<file path="src/rtl/switch_input_mapped_pkg.sv">
// Shared definitions for the memory-mapped switch/button input peripheral.
//   REG_STATE / REG_EDGES / REG_MASK : register offsets decoded from address bits [3:2]
//   bus_state_t                      : bus access state (IDLE, DONE)
// No ports (package).
package switch_input_pkg;

  localparam logic [1:0] REG_STATE = 2'd0;
  localparam logic [1:0] REG_EDGES = 2'd1;
  localparam logic [1:0] REG_MASK  = 2'd2;

  localparam int BUS_W = 32;

  typedef enum logic {
    IDLE = 1'b0,
    DONE = 1'b1
  } bus_state_t;

endpackage

</file>
<file path="src/rtl/switch_input_mapped_if.sv">
// CPU bus bundle for the switch input peripheral.
//   i_enable  : access request, held high until o_ready seen
//   i_rw      : 1 = write, 0 = read
//   i_address : byte address, bits [3:2] select the register
//   i_wdata   : write data
//   o_rdata   : read data, valid while o_ready = 1
//   o_ready   : access complete
// Modports: master (CPU side), slave (peripheral side).
interface switch_input_mapped_if;
  import switch_input_pkg::*;

  logic             i_enable;
  logic             i_rw;
  logic [BUS_W-1:0] i_address;
  logic [BUS_W-1:0] i_wdata;
  logic [BUS_W-1:0] o_rdata;
  logic             o_ready;

  modport master (
    output i_enable, i_rw, i_address, i_wdata,
    input  o_rdata, o_ready
  );

  modport slave (
    input  i_enable, i_rw, i_address, i_wdata,
    output o_rdata, o_ready
  );

endinterface

</file>
<file path="src/rtl/switch_input_mapped_debouncer.sv">
// input_debouncer: one input bit -> 2-flop synchroniser -> stability counter -> level.
//   Parameter DEBOUNCE_CYCLES (>= 2): consecutive differing cycles needed to accept a level.
//   i_clock, i_reset : clock, asynchronous active-high reset
//   i_raw            : raw asynchronous input
//   o_level          : debounced level
//   o_toggle         : high in the cycle whose clock edge flips o_level
module input_debouncer #(
  parameter int DEBOUNCE_CYCLES = 50000
) (
  input  logic i_clock,
  input  logic i_reset,
  input  logic i_raw,
  output logic o_level,
  output logic o_toggle
);

  localparam int                CNT_W    = $clog2(DEBOUNCE_CYCLES);
  localparam logic [CNT_W-1:0] CNT_LAST = CNT_W'(DEBOUNCE_CYCLES - 1);

  logic             sync_p0;
  logic             sync_p1;
  logic [CNT_W-1:0] count;
  logic             level;

  // The edge that sees the counter at its last value with the input still
  // different is the one that commits the new level.
  assign o_toggle = (sync_p1 != level) && (count == CNT_LAST);
  assign o_level  = level;

  always_ff @(posedge i_clock or posedge i_reset) begin
    if (i_reset) begin
      sync_p0 <= 1'b0;
      sync_p1 <= 1'b0;
      count   <= '0;
      level   <= 1'b0;
    end else begin
      // stage p0 -> p1: metastability filter
      sync_p0 <= i_raw;
      sync_p1 <= sync_p0;
      // stability counter: any agreement restarts the count
      if (sync_p1 == level) begin
        count <= '0;
      end else if (o_toggle) begin
        level <= sync_p1;
        count <= '0;
      end else begin
        count <= count + 1'b1;
      end
    end
  end

endmodule

</file>
<file path="src/rtl/switch_input_mapped.sv">
// switch_input_mapped: memory-mapped switch/button input register block.
//   i_clock, i_reset : clock, asynchronous active-high reset
//   bus              : CPU bus (switch_input_mapped_if.slave)
//   i_switches       : raw slide-switch levels (SW_WIDTH)
//   i_buttons        : raw push-button levels (BTN_WIDTH)
//   o_interrupt      : registered level IRQ, |(EDGES & MASK)
// Registers (address[3:2]): 0 STATE (RO), 1 EDGES (W1C), 2 MASK (RW), 3 reads 0.
// Optional build macro SWITCH_INPUT_IRQ_EN: enables MASK and o_interrupt;
// without it MASK reads 0 and o_interrupt is tied low (EDGES still latch for polling).
module switch_input_mapped
  import switch_input_pkg::*;
#(
  parameter int SW_WIDTH        = 10,
  parameter int BTN_WIDTH       = 4,
  parameter int DEBOUNCE_CYCLES = 50000
) (
  input  logic                 i_clock,
  input  logic                 i_reset,
  switch_input_mapped_if.slave bus,
  input  logic [SW_WIDTH-1:0]  i_switches,
  input  logic [BTN_WIDTH-1:0] i_buttons,
  output logic                 o_interrupt
);

  localparam int               N        = SW_WIDTH + BTN_WIDTH;
  localparam int               ARM_W    = $clog2(DEBOUNCE_CYCLES + 2);
  localparam logic [ARM_W-1:0] ARM_LAST = ARM_W'(DEBOUNCE_CYCLES + 1);

  function automatic logic [BUS_W-1:0] zext(input logic [N-1:0] v);
    return BUS_W'(v);
  endfunction

  logic [N-1:0]     raw;
  logic [N-1:0]     state_vec;
  logic [N-1:0]     toggle_vec;
  logic [N-1:0]     edges_q;
  logic [N-1:0]     edges_d;
  logic [N-1:0]     edges_clr;
  logic [N-1:0]     mask_q;
  logic [ARM_W-1:0] arm_cnt;
  logic             armed;
  bus_state_t       bus_state_q;
  bus_state_t       bus_state_d;
  logic [BUS_W-1:0] rdata_q;
  logic [BUS_W-1:0] rdata_d;
  logic [BUS_W-1:0] read_val;
  logic [1:0]       reg_sel;
  logic             accept_wr;
  logic             unused_bus_bits;

  assign raw             = {i_buttons, i_switches};
  assign reg_sel         = bus.i_address[3:2];
  assign unused_bus_bits = ^{bus.i_address, bus.i_wdata};

  for (genvar g = 0; g < N; g++) begin : g_bit
    input_debouncer #(
      .DEBOUNCE_CYCLES(DEBOUNCE_CYCLES)
    ) u_deb (
      .i_clock (i_clock),
      .i_reset (i_reset),
      .i_raw   (raw[g]),
      .o_level (state_vec[g]),
      .o_toggle(toggle_vec[g])
    );
  end

  // Levels present at reset release reach STATE on the same edge that arms
  // edge capture; armed is still 0 on that edge, so they never show as events.
  always_ff @(posedge i_clock or posedge i_reset) begin
    if (i_reset) begin
      arm_cnt <= '0;
      armed   <= 1'b0;
    end else if (!armed) begin
      arm_cnt <= arm_cnt + 1'b1;
      if (arm_cnt == ARM_LAST) armed <= 1'b1;
    end
  end

  // Write side effects only on the acceptance cycle (IDLE with enable).
  assign accept_wr = (bus_state_q == IDLE) && bus.i_enable && bus.i_rw;
  assign edges_clr = (accept_wr && reg_sel == REG_EDGES) ? bus.i_wdata[N-1:0] : '0;
  // A new event wins over a simultaneous clear of the same bit.
  assign edges_d   = (edges_q & ~edges_clr) | (armed ? toggle_vec : '0);

  always_ff @(posedge i_clock or posedge i_reset) begin
    if (i_reset) edges_q <= '0;
    else         edges_q <= edges_d;
  end

`ifdef SWITCH_INPUT_IRQ_EN
  logic irq_q;

  always_ff @(posedge i_clock or posedge i_reset) begin
    if (i_reset) begin
      mask_q <= '0;
      irq_q  <= 1'b0;
    end else begin
      if (accept_wr && reg_sel == REG_MASK) mask_q <= bus.i_wdata[N-1:0];
      irq_q <= |(edges_q & mask_q);
    end
  end

  assign o_interrupt = irq_q;
`else
  assign mask_q      = '0;
  assign o_interrupt = 1'b0;
`endif

  always_comb begin
    read_val = '0;
    case (reg_sel)
      REG_STATE: read_val = zext(state_vec);
      REG_EDGES: read_val = zext(edges_q);
      REG_MASK:  read_val = zext(mask_q);
      default:   read_val = '0;
    endcase
  end

  always_comb begin
    bus_state_d = bus_state_q;
    rdata_d     = rdata_q;
    case (bus_state_q)
      IDLE: begin
        if (bus.i_enable) begin
          bus_state_d = DONE;
          rdata_d     = read_val;
        end
      end
      DONE: begin
        if (!bus.i_enable) begin
          bus_state_d = IDLE;
          rdata_d     = '0;
        end
      end
      default: begin
        bus_state_d = IDLE;
        rdata_d     = '0;
      end
    endcase
  end

  always_ff @(posedge i_clock or posedge i_reset) begin
    if (i_reset) begin
      bus_state_q <= IDLE;
      rdata_q     <= '0;
    end else begin
      bus_state_q <= bus_state_d;
      rdata_q     <= rdata_d;
    end
  end

  assign bus.o_ready = (bus_state_q == DONE);
  assign bus.o_rdata = rdata_q;

endmodule

</file>
<file path="src/flat_wrapper.sv">
// flat-port wrapper written by rule: the top's interface ports become plain ports
module switch_input_mapped_flat import switch_input_pkg::*;
#(
  parameter int SW_WIDTH        = 10,
  parameter int BTN_WIDTH       = 4,
  parameter int DEBOUNCE_CYCLES = 50000
)
  (i_clock, i_reset, i_switches, i_buttons, o_interrupt, bus_i_enable, bus_i_rw, bus_i_address, bus_i_wdata, bus_o_rdata, bus_o_ready);
  switch_input_mapped_if bus_i ();
  input  logic i_clock;
  input  logic i_reset;
  input  logic [SW_WIDTH-1:0] i_switches;
  input  logic [BTN_WIDTH-1:0] i_buttons;
  output logic o_interrupt;
  input wire logic [$bits(bus_i.i_enable)-1:0] bus_i_enable;
  input wire logic [$bits(bus_i.i_rw)-1:0] bus_i_rw;
  input wire logic [$bits(bus_i.i_address)-1:0] bus_i_address;
  input wire logic [$bits(bus_i.i_wdata)-1:0] bus_i_wdata;
  output wire logic [$bits(bus_i.o_rdata)-1:0] bus_o_rdata;
  output wire logic [$bits(bus_i.o_ready)-1:0] bus_o_ready;
  assign bus_i.i_enable = bus_i_enable;
  assign bus_i.i_rw = bus_i_rw;
  assign bus_i.i_address = bus_i_address;
  assign bus_i.i_wdata = bus_i_wdata;
  assign bus_o_rdata = bus_i.o_rdata;
  assign bus_o_ready = bus_i.o_ready;
  switch_input_mapped #(.SW_WIDTH(SW_WIDTH), .BTN_WIDTH(BTN_WIDTH), .DEBOUNCE_CYCLES(DEBOUNCE_CYCLES)) u_core (.i_clock(i_clock), .i_reset(i_reset), .bus(bus_i), .i_switches(i_switches), .i_buttons(i_buttons), .o_interrupt(o_interrupt));
endmodule
</file>
<file path="config.mk">
export PLATFORM = sky130hd
export DESIGN_NAME = switch_input_mapped_flat
export DESIGN_NICKNAME = d
export VERILOG_FILES = /design/src/rtl/switch_input_mapped_pkg.sv /design/src/rtl/switch_input_mapped_if.sv /design/src/rtl/switch_input_mapped_debouncer.sv /design/src/rtl/switch_input_mapped.sv /design/src/flat_wrapper.sv
export SDC_FILE = /design/constraint.sdc
export NUM_CORES = 1
export LEC_CHECK = 0
export BUFFER_PORTS_ARGS = -buffer_cell sky130_fd_sc_hd__buf_2
export CELL_PAD_IN_SITES_DETAIL_PLACEMENT = 1
export CELL_PAD_IN_SITES_GLOBAL_PLACEMENT = 2
export CORE_MARGIN = 3
export CORE_UTILIZATION = 35
export DETAILED_ROUTE_END_ITERATION = 10
export GPL_TIMING_DRIVEN = 0
export PLACE_DENSITY_LB_ADDON = 0.1
export SYNTH_ARGS = -nofsm -noshare
export SYNTH_HDL_FRONTEND = slang
export SYNTH_SLANG_ARGS = --single-unit
</file>
<file path="constraint.sdc">
create_clock -name i_clock -period 11.7 [get_ports i_clock]
set_clock_uncertainty 0.2 [all_clocks]
set_input_delay 2.34 -clock i_clock [delete_from_list [all_inputs] [get_ports i_clock]]
set_output_delay 2.34 -clock i_clock [all_outputs]
set_load 0.02 [all_outputs]
</file>
Yosys cells after proc, flatten, opt, wreduce, memory -nomap -nowiden
Index checks and enable logic that the tools add are counted.
{ "word_totals": {"reg_bits": 330, "in_bits": 82} }
{ "op_classes": {"n_addsub": 15, "n_eq_ne": 46, "mux": 37, "bitwise_logic": 18, "n_reduce_logical": 33} }
{ "ops": {"columns": ["op", "count"], "rows": [
  ["two-way mux 16 bit", 28],
  ["adder 16 x 1 -> 16 bit (second input constant)", 15],
  ["equality test 16 bit (second input constant)", 15],
  ["two-way mux 32 bit", 2],
  ["case mux 32 bit (2 select lines)", 1],
  ["AND reduction 2 bit", 15],
  ["two-way mux 14 bit", 2],
  ["case mux 14 bit (2 select lines)", 1],
  ["logical AND 1 bit", 17],
  ["inverter 1 bit", 15],
  ["bitwise AND 14 bit", 1],
  ["equality test 1 bit", 14],
  ["inequality test 1 bit", 14],
  ["inverter 14 bit", 1],
  ["bitwise OR 14 bit", 1],
  ["inequality test 2 bit (second input constant)", 2],
  ["two-way mux 1 bit", 3],
  ["equality test 2 x 1 -> 1 bit (second input constant)", 1],
  ["zero test 2 bit", 1]
]} }

Logic depth before layout (Yosys ltp)
{ "logic_depth": {"word_depth": 8, "mapped_depth": 7, "ltp_nobuf": 6} }

Modules after synthesis
A second synthesis with hierarchy kept.
{ "unflattened": {"cells_unflattened": 1489, "hier_area_um2": 16992.5} }
{ "modules_own_cells": {"columns": ["module", "instances", "cells_each", "area_each_um2"], "rows": [
  ["input_debouncer", 14, 92, 1056.0],
  ["switch_input_mapped", 1, 201, 2208.4]
]} }

Worst setup path before layout
OpenSTA, ideal clock, no wires.
{ "synth_timing": {"kind": "input -> register", "start": "input port bus_i_address[2]", "end": "register u_core.edges_q[10]", "setup_time_ns": 0.121, "t_arrival_ns": 3.444, "required_ns": 11.379, "setup_slack_ns": 7.935, "path_stages": 5, "path_buffers": 2, "path_cell_list": "clkbuf_1 and4b_1 clkbuf_1 nand2_1 a22o_1"} }
{ "synth_via": {"elab_chain_len": 6} }
{ "synth_lines": {"columns": ["element", "line", "text"], "rows": [
  ["start: declaration", "flat_wrapper.sv:17", "input wire logic [$bits(bus_i.i_address)-1:0] bus_i_address;"],
  ["equality test 2 x 1 -> 1 bit", "switch_input_mapped.sv:81", "assign edges_clr = (accept_wr && reg_sel == REG_EDGES) ? bus.i_wdata[N-1:0] : '0;"],
  ["logical AND 1 bit", "switch_input_mapped.sv:81", null],
  ["two-way mux 14 bit", "switch_input_mapped.sv:81", null],
  ["inverter 14 bit", "switch_input_mapped.sv:83", "assign edges_d = (edges_q & ~edges_clr) | (armed ? toggle_vec : '0);"],
  ["bitwise AND 14 bit", "switch_input_mapped.sv:83", null],
  ["bitwise OR 14 bit", "switch_input_mapped.sv:83", null],
  ["net u_core.edges_d[10]", "switch_input_mapped.sv:37", "logic [N-1:0] edges_d;"],
  ["end signal: assignment", "switch_input_mapped.sv:87", "else edges_q <= edges_d;"],
  ["end: declaration", "switch_input_mapped.sv:36", "logic [N-1:0] edges_q;"]
]} }
The timed path passes the listed nets, and every way through them passes these cells.
A chain may end at the register's enable or synchronous reset.

Worst setup path in the final report
Same ends and word-level chain as after synthesis.

==> impl_metrics.csv <==
group,metric,value,unit
status,status,"finished, final reports clean",
sta,setup_violations,0,
clock_network,cts_resized,0,
worst_setup_path,cp.required,11.93,ns
clock_network,clockBufferDepth,3,
detailed_routing,drt_wl_total,33430,µm
synth,async_flop_share,1.000,
synth,yosysSeqAreaShare,0.5420,
power_and_ir_drop,power_frac_seq,0.470,
final_layout,drive_above_1_share,0.09786,
power_and_ir_drop,p_per_area,143.9,nW/µm²
synth,synth_edf_count,0,
worst_setup_path,cp_top_family,"buffers and inverters",
global_routing,grt_pass1_vias,10750,
min_path,min_path_type,"register to register",
power_and_ir_drop,combinationalPowerShare,0.043,
worst_setup_path,slowest_delay,0.76,ns
clock_network,root_buffer,"clkbuf_16",
sta,min_period,4.286,ns
synth,synthTopCellsByArea,"dfrtp_1 54%, xnor2_1 10%, nor2_1 6.3%",
floorplanning,std_cell_rows,73,
floorplanning,die-area,43620,µm²
detailed_routing,num_vias,10290,
clock_network,cts_sinks,312,
global_routing,antenna_found_initial,0,
clock_network,clk_latency,0.54,ns
final_layout,mostFrequentLayoutCells,"312 x dfrtp_1, 242 x nor2_1, 169 x xnor2_1",
global_routing,grtUsageMet3,0.02552,
power_and_ir_drop,netSwitchingFraction,0.2289,
global_routing,grt_use_met2,0.2425,
detailed_routing,wl_per_cell,16.16,µm
worst_setup_path,cpMostUsedCell,"clkbuf_1",
detailed_routing,ant_nets,0,
clock_network,cts_hold_buf,0,
sta,slew_headroom,0.2648,
clock_network,cts_setup_buffers,0,
floorplanning,pin_count,116,
power_and_ir_drop,ir_worst_vdd,0.08548,mV
synth,netlist.area_leader.share,0.5420,
power_and_ir_drop,total_power,2397,µW
placement,gp_congestion,0.7102,
clock_network,clk_pin_slew_worst_paths,0.06,ns
global_routing,grt_pass1_wl,56610,µm
sta,max_freq,233.3,MHz
placement,place_ws,6.646,ns
global_routing,grt_max_degree,126,
power_and_ir_drop,switching_power,548.8,µW
global_routing,grt-ovfl-total,0,
floorplanning,core-area,40190,µm²
sta,rsz0062_at_grt,"false",
global_routing,busiest_layer,"met2",
worst_setup_path,end_kind,"register",
worst_setup_path,crit_type,"primary input to register",
power_and_ir_drop,power.internal,1848,µW
worst_setup_path,worstPathMaxFanout,10,
placement,dpl_cell_area,15430,µm²
detailed_routing,drc,0,
global_routing,grt_use_met1,0.2248,
placement,port_buffers,47,
synth,syn-cell-area,14400,µm²
clock_network,cts-htree-levels,2,
sta,layout_setup_ws,7.414,ns
synth,synth_top_area_cell,"dfrtp_1",
detailed_routing,viasPerCell,4.974,
worst_setup_path,crit_arrival,4.51,ns
sta,hold_viol,0,
final_layout,finalInstanceArea,16650,µm²
worst_setup_path,startpoint_type,"primary input",
synth,synth-main-ff-cell,"dfrtp_1",
sta,tightest_slew,1.103,ns
final_layout,area_growth,15.63,%
final_layout,antenna_cells,0,
final_layout,nets,1614,
worst_setup_path,worstPathCellList,"clkbuf_1 -> and4b_1 -> clkbuf_1 -> nand2_1 -> a22o_1",
floorplanning,fp.dieW,208.9,µm
floorplanning,initial_utilization,0.3584,
global_routing,grt_usage,0.1558,
synth,synth_area_per_cell,10.23,µm²
synth,synth_cell_types,47,
synth,netlist_instances,1408,
run,maxCapViolCount,0,
sta,hold_ws,0.1476,ns
synth,ys_warn_count,0,
placement,dp_hpwl,22010,µm
power_and_ir_drop,clkPwrFrac,0.487,
sta,finalCritPeriodShare,0.3663,
clock_network,cts_tree,"yes",
worst_setup_path,cp.buffers_inverters,2,
power_and_ir_drop,leakage,0.006797,µW
final_layout,finish.utilization,0.4144,
detailed_routing,drtPass1Iterations,4,
final_layout,final_common_cell,"dfrtp_1",
detailed_routing,initialDrtViolationCount,348,
worst_setup_path,crit_slowest_cell,"clkbuf_1",
synth,ys_seq_elements,312,
clock_network,cts_made_buffers,38,
sta,maxSlewViolCount,0,
floorplanning,die_y,208.9,µm
==> path summary, 6_finish.rpt <==
| path | start | slack, ns | cells after the start | endpoint |
|---|---|---|---|---|
| max | bus_i_address[2] | 7.41 | 5 | u_core.edges_q[10] |
| min | u_core.g_bit[7].u_deb.sync_p0 | 0.15 | 0 | u_core.g_bit[7].u_deb.sync_p1 |
| max reg2reg | u_core.bus.o_ready | 9.21 | 6 | u_core.edges_q[10] |
| min reg2reg | u_core.g_bit[7].u_deb.sync_p0 | 0.15 | 0 | u_core.g_bit[7].u_deb.sync_p1 |
| max in group asynchronous | i_reset | 8.65 | 3 | u_core.g_bit[8].u_deb.sync_p1 |
| min in group asynchronous | i_reset | 1.64 | 2 | u_core.g_bit[13].u_deb.count[13] |
==> logic make-up (layout without fill, tap and decap cells) <==
kind of cell / after synthesis / after routing / share of synthesized area
multiplexers: 29 / 29 / 0.02163
AND/OR/NAND/NOR: 693 / 693 / 0.2394
buffers and inverters: 92 / 209 / 0.02971
AO/OA/AOI/OAI: 49 / 49 / 0.02146
adder cells (fa/ha/maj): 17 / 17 / 0.01477
other: 1 / 19 / 0.0002603
XOR/XNOR: 215 / 215 / 0.1307
flip-flops: 312 / 312 / 0.5420
==> layout make-up <==
class | count | area, µm²
flip-flops and latches | 312 | 7807
multi-input cells | 1022 | 6236
repair buffers | 49 | 290.3
plain buffers | 47 | 259.0
well taps | 525 | 656.9
clock inverters | 6 | 86.33
inverters | 45 | 176.4
clock buffers | 62 | 1142
fillers | 4571 | 23530
==> synthesized netlist by cell type (3+ instances only) <==
| cell | instances |
|---|---|
| dfrtp_1 | 312 |
| nor2b_1 | 3 |
| nor4b_1 | 16 |
| buf_4 | 19 |
| nand3_1 | 79 |
| a21oi_1 | 10 |
| nor4bb_1 | 19 |
| nand2_1 | 113 |
| ha_1 | 17 |
| nor3_1 | 56 |
| xnor2_1 | 169 |
| nand4b_1 | 3 |
| buf_2 | 3 |
| mux2i_1 | 15 |
| mux2_2 | 13 |
| clkbuf_1 | 23 |
| xor2_1 | 46 |
| and3_1 | 21 |
| nor2_1 | 242 |
| inv_1 | 45 |
| or3_1 | 4 |
| nand4_1 | 66 |
| a22o_1 | 4 |
| a31o_2 | 3 |
| or4_1 | 4 |
| o31ai_1 | 4 |
| o21ai_0 | 24 |
| nor4_1 | 50 |
==> per-layer routing <==
metal  vias up  part of all wire
li1       5018                 -
met2        77              0.45
met3        41             0.027
met5         -                 0
met4         0             0.020
met1      5151              0.50
==> state kept, by name, indices dropped and copies added, names as in the netlist <==
register and cells:
u_core.g_bit.u_deb.sync_p0 14, u_core.g_bit.u_deb.o_level 14, u_core.edges_q 14, u_core.bus.o_rdata 14, u_core.g_bit.u_deb.sync_p1 14, u_core.armed 1, u_core.g_bit.u_deb.count 224, u_core.arm_cnt 16
u_core.bus.o_ready 1
==> through the flow <==
step	std cells	setup TNS, ns
floorplan	1426	0
global placement	1998	-1115.69
detailed placement	2000	0
CTS	2068	0
global route	2068	0
finish	2068	0
==> power groups by stage <==
stage	logic [µW]	registers [µW]	clock network, µW
CTS	108	1130	1220
global placement	103	1150	0
floorplan	67.1	1140	0
finish	102	1130	1170
detailed placement	107	1150	0
global route	119	1130	1260
Power figures use the tool's default switching activity.
